<file path="src/rtl/z_decode_stage.sv">
// ----------------------------------------------------------------------------
// z_decode_stage
//   Registered, handshaked instruction-decode stage (1-cycle latency).
//   Decodes one MIPS-style instruction per transfer into a control bundle plus
//   pass-through fields, holds it in an output register, inserts a single
//   bubble on a load-use hazard against the held instruction, and counts the
//   bubbles it inserts (saturating).
//
//   Optional feature macro: DEC_ILLEGAL_EN
//     defined   : adds output 'illegal', set for opcodes outside the table.
//     undefined : no 'illegal' port; unknown opcodes decode as NOP.
//
// Ports
//   clk, rst_n            clock (rising edge), asynchronous active-low reset
//   flush                 squashes the output register, blocks acceptance
//   in_valid/in_ready     input handshake, ins_in = instruction word
//   out_valid/out_ready   output handshake for the decoded bundle
//   jump .. reg_write     control bundle
//   shamt, rs, rt, rd,imm instruction fields
//   illegal               (DEC_ILLEGAL_EN only) unknown-opcode flag
//   stall_cnt             bubbles inserted since reset, saturating
// ----------------------------------------------------------------------------
module z_decode_stage #(
   parameter int INS_W   = 32,
   parameter int RA_W    = 5,
   parameter int SHAMT_W = 5,
   parameter int CNT_W   = 8
) (
   input  logic               clk,
   input  logic               rst_n,
   input  logic               flush,
   input  logic               in_valid,
   output logic               in_ready,
   input  logic [INS_W-1:0]   ins_in,
   output logic               out_valid,
   input  logic               out_ready,
   output logic               jump,
   output logic               branch,
   output logic               mem_to_reg,
   output logic               sign_ext,
   output logic               reg_dest,
   output logic               mem_write,
   output logic               alu_sel,
   output logic               reg_write,
   output logic [SHAMT_W-1:0] shamt,
   output logic [RA_W-1:0]    rs,
   output logic [RA_W-1:0]    rt,
   output logic [RA_W-1:0]    rd,
   output logic [15:0]        imm,
`ifdef DEC_ILLEGAL_EN
   output logic               illegal,
`endif
   output logic [CNT_W-1:0]   stall_cnt
);

   localparam logic [5:0] OP_R    = 6'b000000;
   localparam logic [5:0] OP_J    = 6'b000010;
   localparam logic [5:0] OP_BEQ  = 6'b000100;
   localparam logic [5:0] OP_LW   = 6'b100011;
   localparam logic [5:0] OP_SW   = 6'b101011;
   localparam logic [5:0] OP_ADDI = 6'b001000;
   localparam logic [5:0] OP_ANDI = 6'b001100;
   localparam logic [5:0] OP_ORI  = 6'b001101;

   function automatic logic [CNT_W-1:0] sat_inc(input logic [CNT_W-1:0] v);
      sat_inc = (&v) ? v : v + 1'b1;
   endfunction

   // ---- stage p0: combinational decode of the incoming instruction ----
   logic [5:0]      op_p0;
   logic [RA_W-1:0] rs_p0;
   logic [RA_W-1:0] rt_p0;
   // ctrl order: {jump, branch, mem_to_reg, sign_ext, reg_dest, mem_write, alu_sel, reg_write}
   logic [7:0]      ctrl_p0;
`ifdef DEC_ILLEGAL_EN
   logic            illegal_p0;
`endif

   assign op_p0 = ins_in[INS_W-1 -: 6];
   assign rs_p0 = ins_in[21 +: RA_W];
   assign rt_p0 = ins_in[16 +: RA_W];

   always_comb begin
      ctrl_p0 = 8'b0;
`ifdef DEC_ILLEGAL_EN
      illegal_p0 = 1'b0;
`endif
      case (op_p0)
         OP_R:    ctrl_p0 = 8'b0000_1001;
         OP_J:    ctrl_p0 = 8'b1000_0000;
         OP_BEQ:  ctrl_p0 = 8'b0101_0000;
         OP_LW:   ctrl_p0 = 8'b0011_0011;
         OP_SW:   ctrl_p0 = 8'b0001_0110;
         OP_ADDI: ctrl_p0 = 8'b0001_0011;
         OP_ANDI: ctrl_p0 = 8'b0000_0011;
         OP_ORI:  ctrl_p0 = 8'b0000_0011;
         default: begin
`ifdef DEC_ILLEGAL_EN
            illegal_p0 = 1'b1;
`endif
         end
      endcase
   end

   // Load-use hazard: the held LW writes rt, and the incoming instruction reads
   // it as rs, or as rt for the formats that actually read rt as a source.
   logic reads_rt_p0;
   logic haz;
   logic xfer;
   logic pop;
   logic bubble;

   assign reads_rt_p0 = (op_p0 == OP_R) || (op_p0 == OP_BEQ) || (op_p0 == OP_SW);
   assign haz = out_valid & mem_to_reg & (rt != '0) &
                ((rs_p0 == rt) | (reads_rt_p0 & (rt_p0 == rt)));
   assign in_ready = (~out_valid | out_ready) & ~haz & ~flush;
   assign xfer     = in_valid & in_ready;
   assign pop      = out_valid & out_ready;
   assign bubble   = in_valid & haz & out_ready & ~flush;

   // ---- stage p1: output register ----
   always_ff @(posedge clk or negedge rst_n) begin
      if (!rst_n) begin
         out_valid  <= 1'b0;
         jump       <= 1'b0;
         branch     <= 1'b0;
         mem_to_reg <= 1'b0;
         sign_ext   <= 1'b0;
         reg_dest   <= 1'b0;
         mem_write  <= 1'b0;
         alu_sel    <= 1'b0;
         reg_write  <= 1'b0;
         shamt      <= '0;
         rs         <= '0;
         rt         <= '0;
         rd         <= '0;
         imm        <= '0;
`ifdef DEC_ILLEGAL_EN
         illegal    <= 1'b0;
`endif
         stall_cnt  <= '0;
      end else begin
         if (flush) begin
            out_valid <= 1'b0;
         end else if (xfer) begin
            out_valid <= 1'b1;
            {jump, branch, mem_to_reg, sign_ext,
             reg_dest, mem_write, alu_sel, reg_write} <= ctrl_p0;
            shamt <= ins_in[6 +: SHAMT_W];
            rs    <= rs_p0;
            rt    <= rt_p0;
            rd    <= ins_in[11 +: RA_W];
            imm   <= ins_in[15:0];
`ifdef DEC_ILLEGAL_EN
            illegal <= illegal_p0;
`endif
         end else if (pop) begin
            // Bundle fields keep their last value; only validity drops.
            out_valid <= 1'b0;
         end
         if (bubble) stall_cnt <= sat_inc(stall_cnt);
      end
   end

endmodule

</file>
<file path="config.mk">
export PLATFORM = sky130hd
export DESIGN_NAME = z_decode_stage
export DESIGN_NICKNAME = d
export VERILOG_FILES = /design/src/rtl/z_decode_stage.sv
export SDC_FILE = /design/constraint.sdc
export NUM_CORES = 1
export LEC_CHECK = 0
export CAP_MARGIN = 20
export CORE_MARGIN = 3
export CORE_UTILIZATION = 43
export DETAILED_ROUTE_END_ITERATION = 12
export PLACE_DENSITY = 0.83
export SYNTH_ARGS = -nofsm -noshare
export SYNTH_HDL_FRONTEND = slang
export SYNTH_SLANG_ARGS = --single-unit
</file>
<file path="constraint.sdc">
create_clock -name clk -period 2.7 [get_ports clk]
set_input_delay 0.54 -clock clk [delete_from_list [all_inputs] [get_ports clk]]
set_output_delay 0.54 -clock clk [all_outputs]
set_load 0.03 [all_outputs]
</file>
==> run summary <==
The number of failing hold endpoints at the final stage is 0. The post-placement cell area is 3203 um^2. The initial antenna violation count is 0. From bottom edge to top edge, the die measures 77.61 um. The number of cells on the worst reg-to-reg path is 6. The post-synth design cell area came out at 2205 um^2. The number of nets in the synthesized netlist came out at 205. CTS placed an instance of sky130_fd_sc_hd__clkbuf_8 at the clock tree root. No sink is reached through more buffers than the 2 on the longest clock path. stall_cnt holds more flip-flops than any other register. The final number of setup-violating endpoints came out at 0. The via count came out at 1,617. Buffers inserted to repair hold after CTS numbered 0. The maximum clock rate is 0.3884 GHz. The post-synthesis area per instance came out at 13.20 um^2. The number of buffers added by the clock tree synthesis step came out at 5. The tightest hold path in the finished design has a slack of 0.4004 ns. The count of buffers from port buffering came out at 90. The post-synthesis cell count came out at 167. The total track usage came out at 17.14%.

The number of flip-flops under the largest register name came out at 8. The unique cell type count in the Yosys netlist came out at 32. In the final timing run, aggregate negative setup slack is 0 ns. The TritonCTS clock tree is built. The endpoint identified for the worst register-to-register timing path is stall_cnt[1]. The routed length per placed instance is 14.83 um. The area of the core region is 4848 um^2. The critical path is of the flip-flop to output pin type. The tightest min-delay check is of the input port to async pin type.

The register-to-register path setup slack came out at 0.56 ns. After Yosys synthesis, and, or, nand and nor cells account for 11.52% of the synthesized area. The number of global-route vias before repair is 1,654. The number of pins with negative max-slew slack in the final report came to 0. The slew of the pin with the lowest slew margin came out at 0.9574 ns. For this configuration, the core starts out at a cell density of 45.47%.

The detailed-route wire length came out at 4937 um. In the final layout, the registers with the most flip-flops are stall_cnt: 8 flops, imm: 7 flops. The xor and xnor area share after synthesis came out at 7.151%. The clock transition at the register clock pins on the worst setup and hold paths after CTS came out at 0.08 ns. The proportion of layout cells with a drive suffix above 1 came out at 23.68%. For this run, the leading register cell type out of synthesis is sky130_fd_sc_hd__dfrtp_1. In this run, synthesis produced a sequential element count of 43. The floorplan has 25 rows. The wire length of the first global-routing pass is 8259 um. After detailed routing, the number of remaining DRC violations is 0. The post-route antenna net violation count came out at 0. The worst path in the final design needs a cycle of 2.575 ns, including I/O delays and setup. The maximum number of pins on one net before global-route repair is 44. The total overflow left after global routing is 0. In the synthesized netlist the async set-or-reset flop fraction comes to 100.0%. Summing the areas of all compound-gate instances in the mapped netlist gives 3.121% of the synthesized area.

The arrival time at the worst endpoint came out at 2.03 ns. The top fanout value on the critical path came out at 5. Clock skew on the completed layout was measured at 0.007618 ns. The endpoint kind of the worst setup timing path is an output pin.

The number of nets at the end of the flow came out at 303. The static leakage power came out at 1.652 nW. The final non-filler cell area came out at 3382 um^2. By area, the combinational part of the netlist is dominated by multiplexers. The total iterations of the first detailed-routing run is 4. The die boundary width came out at 77.61 um. Clock tree synthesis found a total of 43 sinks. The synthesized design contains 0 enable-type register cells.

Detailed placement ended at an HPWL of 3729 um. For the worst-skew pair, the clock arrives at the later sink with an insertion delay of 0.29 ns. The sequential element share of the synthesized area came out at 48.81%. Setup repair after global routing left no endpoint under its margin.

The ratio of routed vias to standard cells is 4.856. The adder-cell area share of the yosys netlist came out at 0.5675%. For this block, the initial DRC count from the detailed router was 39. The I/O pin count is 91.

The worst setup path is launched from a flip-flop. The total power per unit cell area came out at 568.3 nW/um^2. The tool flagged a number of max-cap violations equal to 0. The overall die area is 6023 um^2. Yosys printed 0 warnings.

The fraction of the cycle the final worst path needs came out at 95.36%. The portion of synthesized area spent on multiplexers is 23.16%. The max-slew headroom at the worst pin came out at 36.18%. The run finished with clean final reports. The required time reported for the critical path endpoint is 2.16 ns.

The synthesis-to-layout area growth came out at 53.41%. The maximum vdd ir drop is 276.2 uV. The H-tree depth reported by CTS came out at 2. At the end of routability-driven placement, the weighted congestion stood at 0.8791. The number of antenna diodes in the final layout is 0.

In this run the critical register-to-register path is launched from stall_cnt[0].
cells by family after synthesis:
group | Yosys count
multiplexers | 35
adder cells (fa/ha/maj) | 1
AO/OA/AOI/OAI | 8
buffers and inverters | 17
AND/OR/NAND/NOR | 45
XOR/XNOR | 18
flip-flops | 43
timing repair:
action	CTS	global route
pin swaps	0	6
buffers inserted	0	2
resized for setup	3	15
setup endpoints to repair	1	1
critical path, cell delays in order, from the launching register on:
cell and delay (ns):
sky130_fd_sc_hd__dfrtp_2 0.46, sky130_fd_sc_hd__or3_1 0.41, sky130_fd_sc_hd__o311a_4 0.35, sky130_fd_sc_hd__nor2b_1 0.16
sky130_fd_sc_hd__nor3_1 0.19, sky130_fd_sc_hd__buf_4 0.19
layout make-up:
class | instances | area, um^2
multi-input combinational | 107 | 1040
sequential | 43 | 1077
inverter | 3 | 11.26
tap | 67 | 83.83
clock buffer | 8 | 100.1
timing repair buffer | 105 | 1070
fill | 363 | 1466
synthesized netlist by cell type, types with 2 or more instances:
cell type / instances / share of area [%]
sky130_fd_sc_hd__nand3_1: 6 / 1.4
sky130_fd_sc_hd__and3_1: 5 / 1.4
sky130_fd_sc_hd__mux2_1: 4 / 2.0
sky130_fd_sc_hd__a21oi_1: 2 / 0.45
sky130_fd_sc_hd__xnor2_1: 3 / 1.2
sky130_fd_sc_hd__nand2_1: 4 / 0.68
sky130_fd_sc_hd__nor2b_1: 2 / 0.57
sky130_fd_sc_hd__nor3_1: 9 / 2.0
sky130_fd_sc_hd__buf_4: 10 / 3.4
sky130_fd_sc_hd__nand4b_1: 2 / 0.79
sky130_fd_sc_hd__xor2_1: 15 / 6.0
sky130_fd_sc_hd__mux2_4: 31 / 21
sky130_fd_sc_hd__nor2_1: 7 / 1.2
sky130_fd_sc_hd__buf_6: 3 / 1.5
sky130_fd_sc_hd__inv_1: 3 / 0.51
sky130_fd_sc_hd__nor4_1: 2 / 0.57
sky130_fd_sc_hd__dfrtp_1: 43 / 49
sky130_fd_sc_hd__nand2b_1: 2 / 0.57
metal layers:
layer | GRT usage, % | share of wire [%] | wire length, um | up-vias
met5 | 0 | 0 | 0 | -
met1 | 24.03 | 46 | 2254 | 779
li1 | - | - | - | 772
met2 | 26.28 | 47 | 2313 | 61
met3 | 3.944 | 6.3 | 310 | 5
met4 | 5.338 | 1.2 | 59 | 0
power breakdown:
group	switching (W)	total (W)	internal [W]	leakage (nW)
registers	0.0000640	0.000782	0.000718	0.539
logic	0.000350	0.000703	0.000353	1.06
clock network	0.000204	0.000437	0.000233	0.0515
per-stage QoR:
step                      instances  setup WS [ns]  utilization [%]  total power [W]
final                           333         0.1253            69.75         0.001922
after global routing            333        0.03117            69.75         0.002011
after CTS                       331       0.008229            68.34         0.001935
after detailed placement        323      -0.007268            66.06         0.001489
after floorplan                 167        0.09368                -         0.001198
after global placement          323        0.01291            66.06         0.001477
cell usage in the layout, fill, tap and decap left out, drive strengths merged:
cell type / Yosys / final
clkdlybuf4s50: 0 / 76
dfrtp: 43 / 43
mux2: 35 / 35
buf: 14 / 17
xor2: 15 / 15
dlymetal6s2s: 0 / 11
nor3: 9 / 9
clkbuf: 0 / 8
nor2: 7 / 7
nand3: 7 / 7
and3: 5 / 5
nand2: 4 / 4
inv: 3 / 3
xnor2: 3 / 3
nor2b: 2 / 2
nand4b: 2 / 2
nand2b: 2 / 2
a21oi: 2 / 2
nor4: 2 / 2
or4: 1 / 1
o21ai: 1 / 1
a32oi: 1 / 1
or3: 1 / 1
o311a: 1 / 1
nand4: 1 / 1
a311oi: 1 / 1
o2bb2ai: 1 / 1
a31oi: 1 / 1
nor3b: 1 / 1
or2: 1 / 1
ha: 1 / 1
dlygate4sd2: 0 / 1
how the worst max path moves through the flow:
stage / slack [ns] / start / end / depth (start not counted)
2_1_floorplan: 0.09 / rt[0] / in_ready / 4
3_3_place_gp: 0.01 / ins_in[27] / in_ready / 7
3_5_place_dp: -0.007 / ins_in[26] / in_ready / 7
4_1_cts: 0.008 / ins_in[27] / in_ready / 7
5_1_grt: 0.03 / rt[0] / in_ready / 5
6_report: 0.13 / rt[0] / in_ready / 5
No activity file was read; power rests on OpenSTA's default activity.
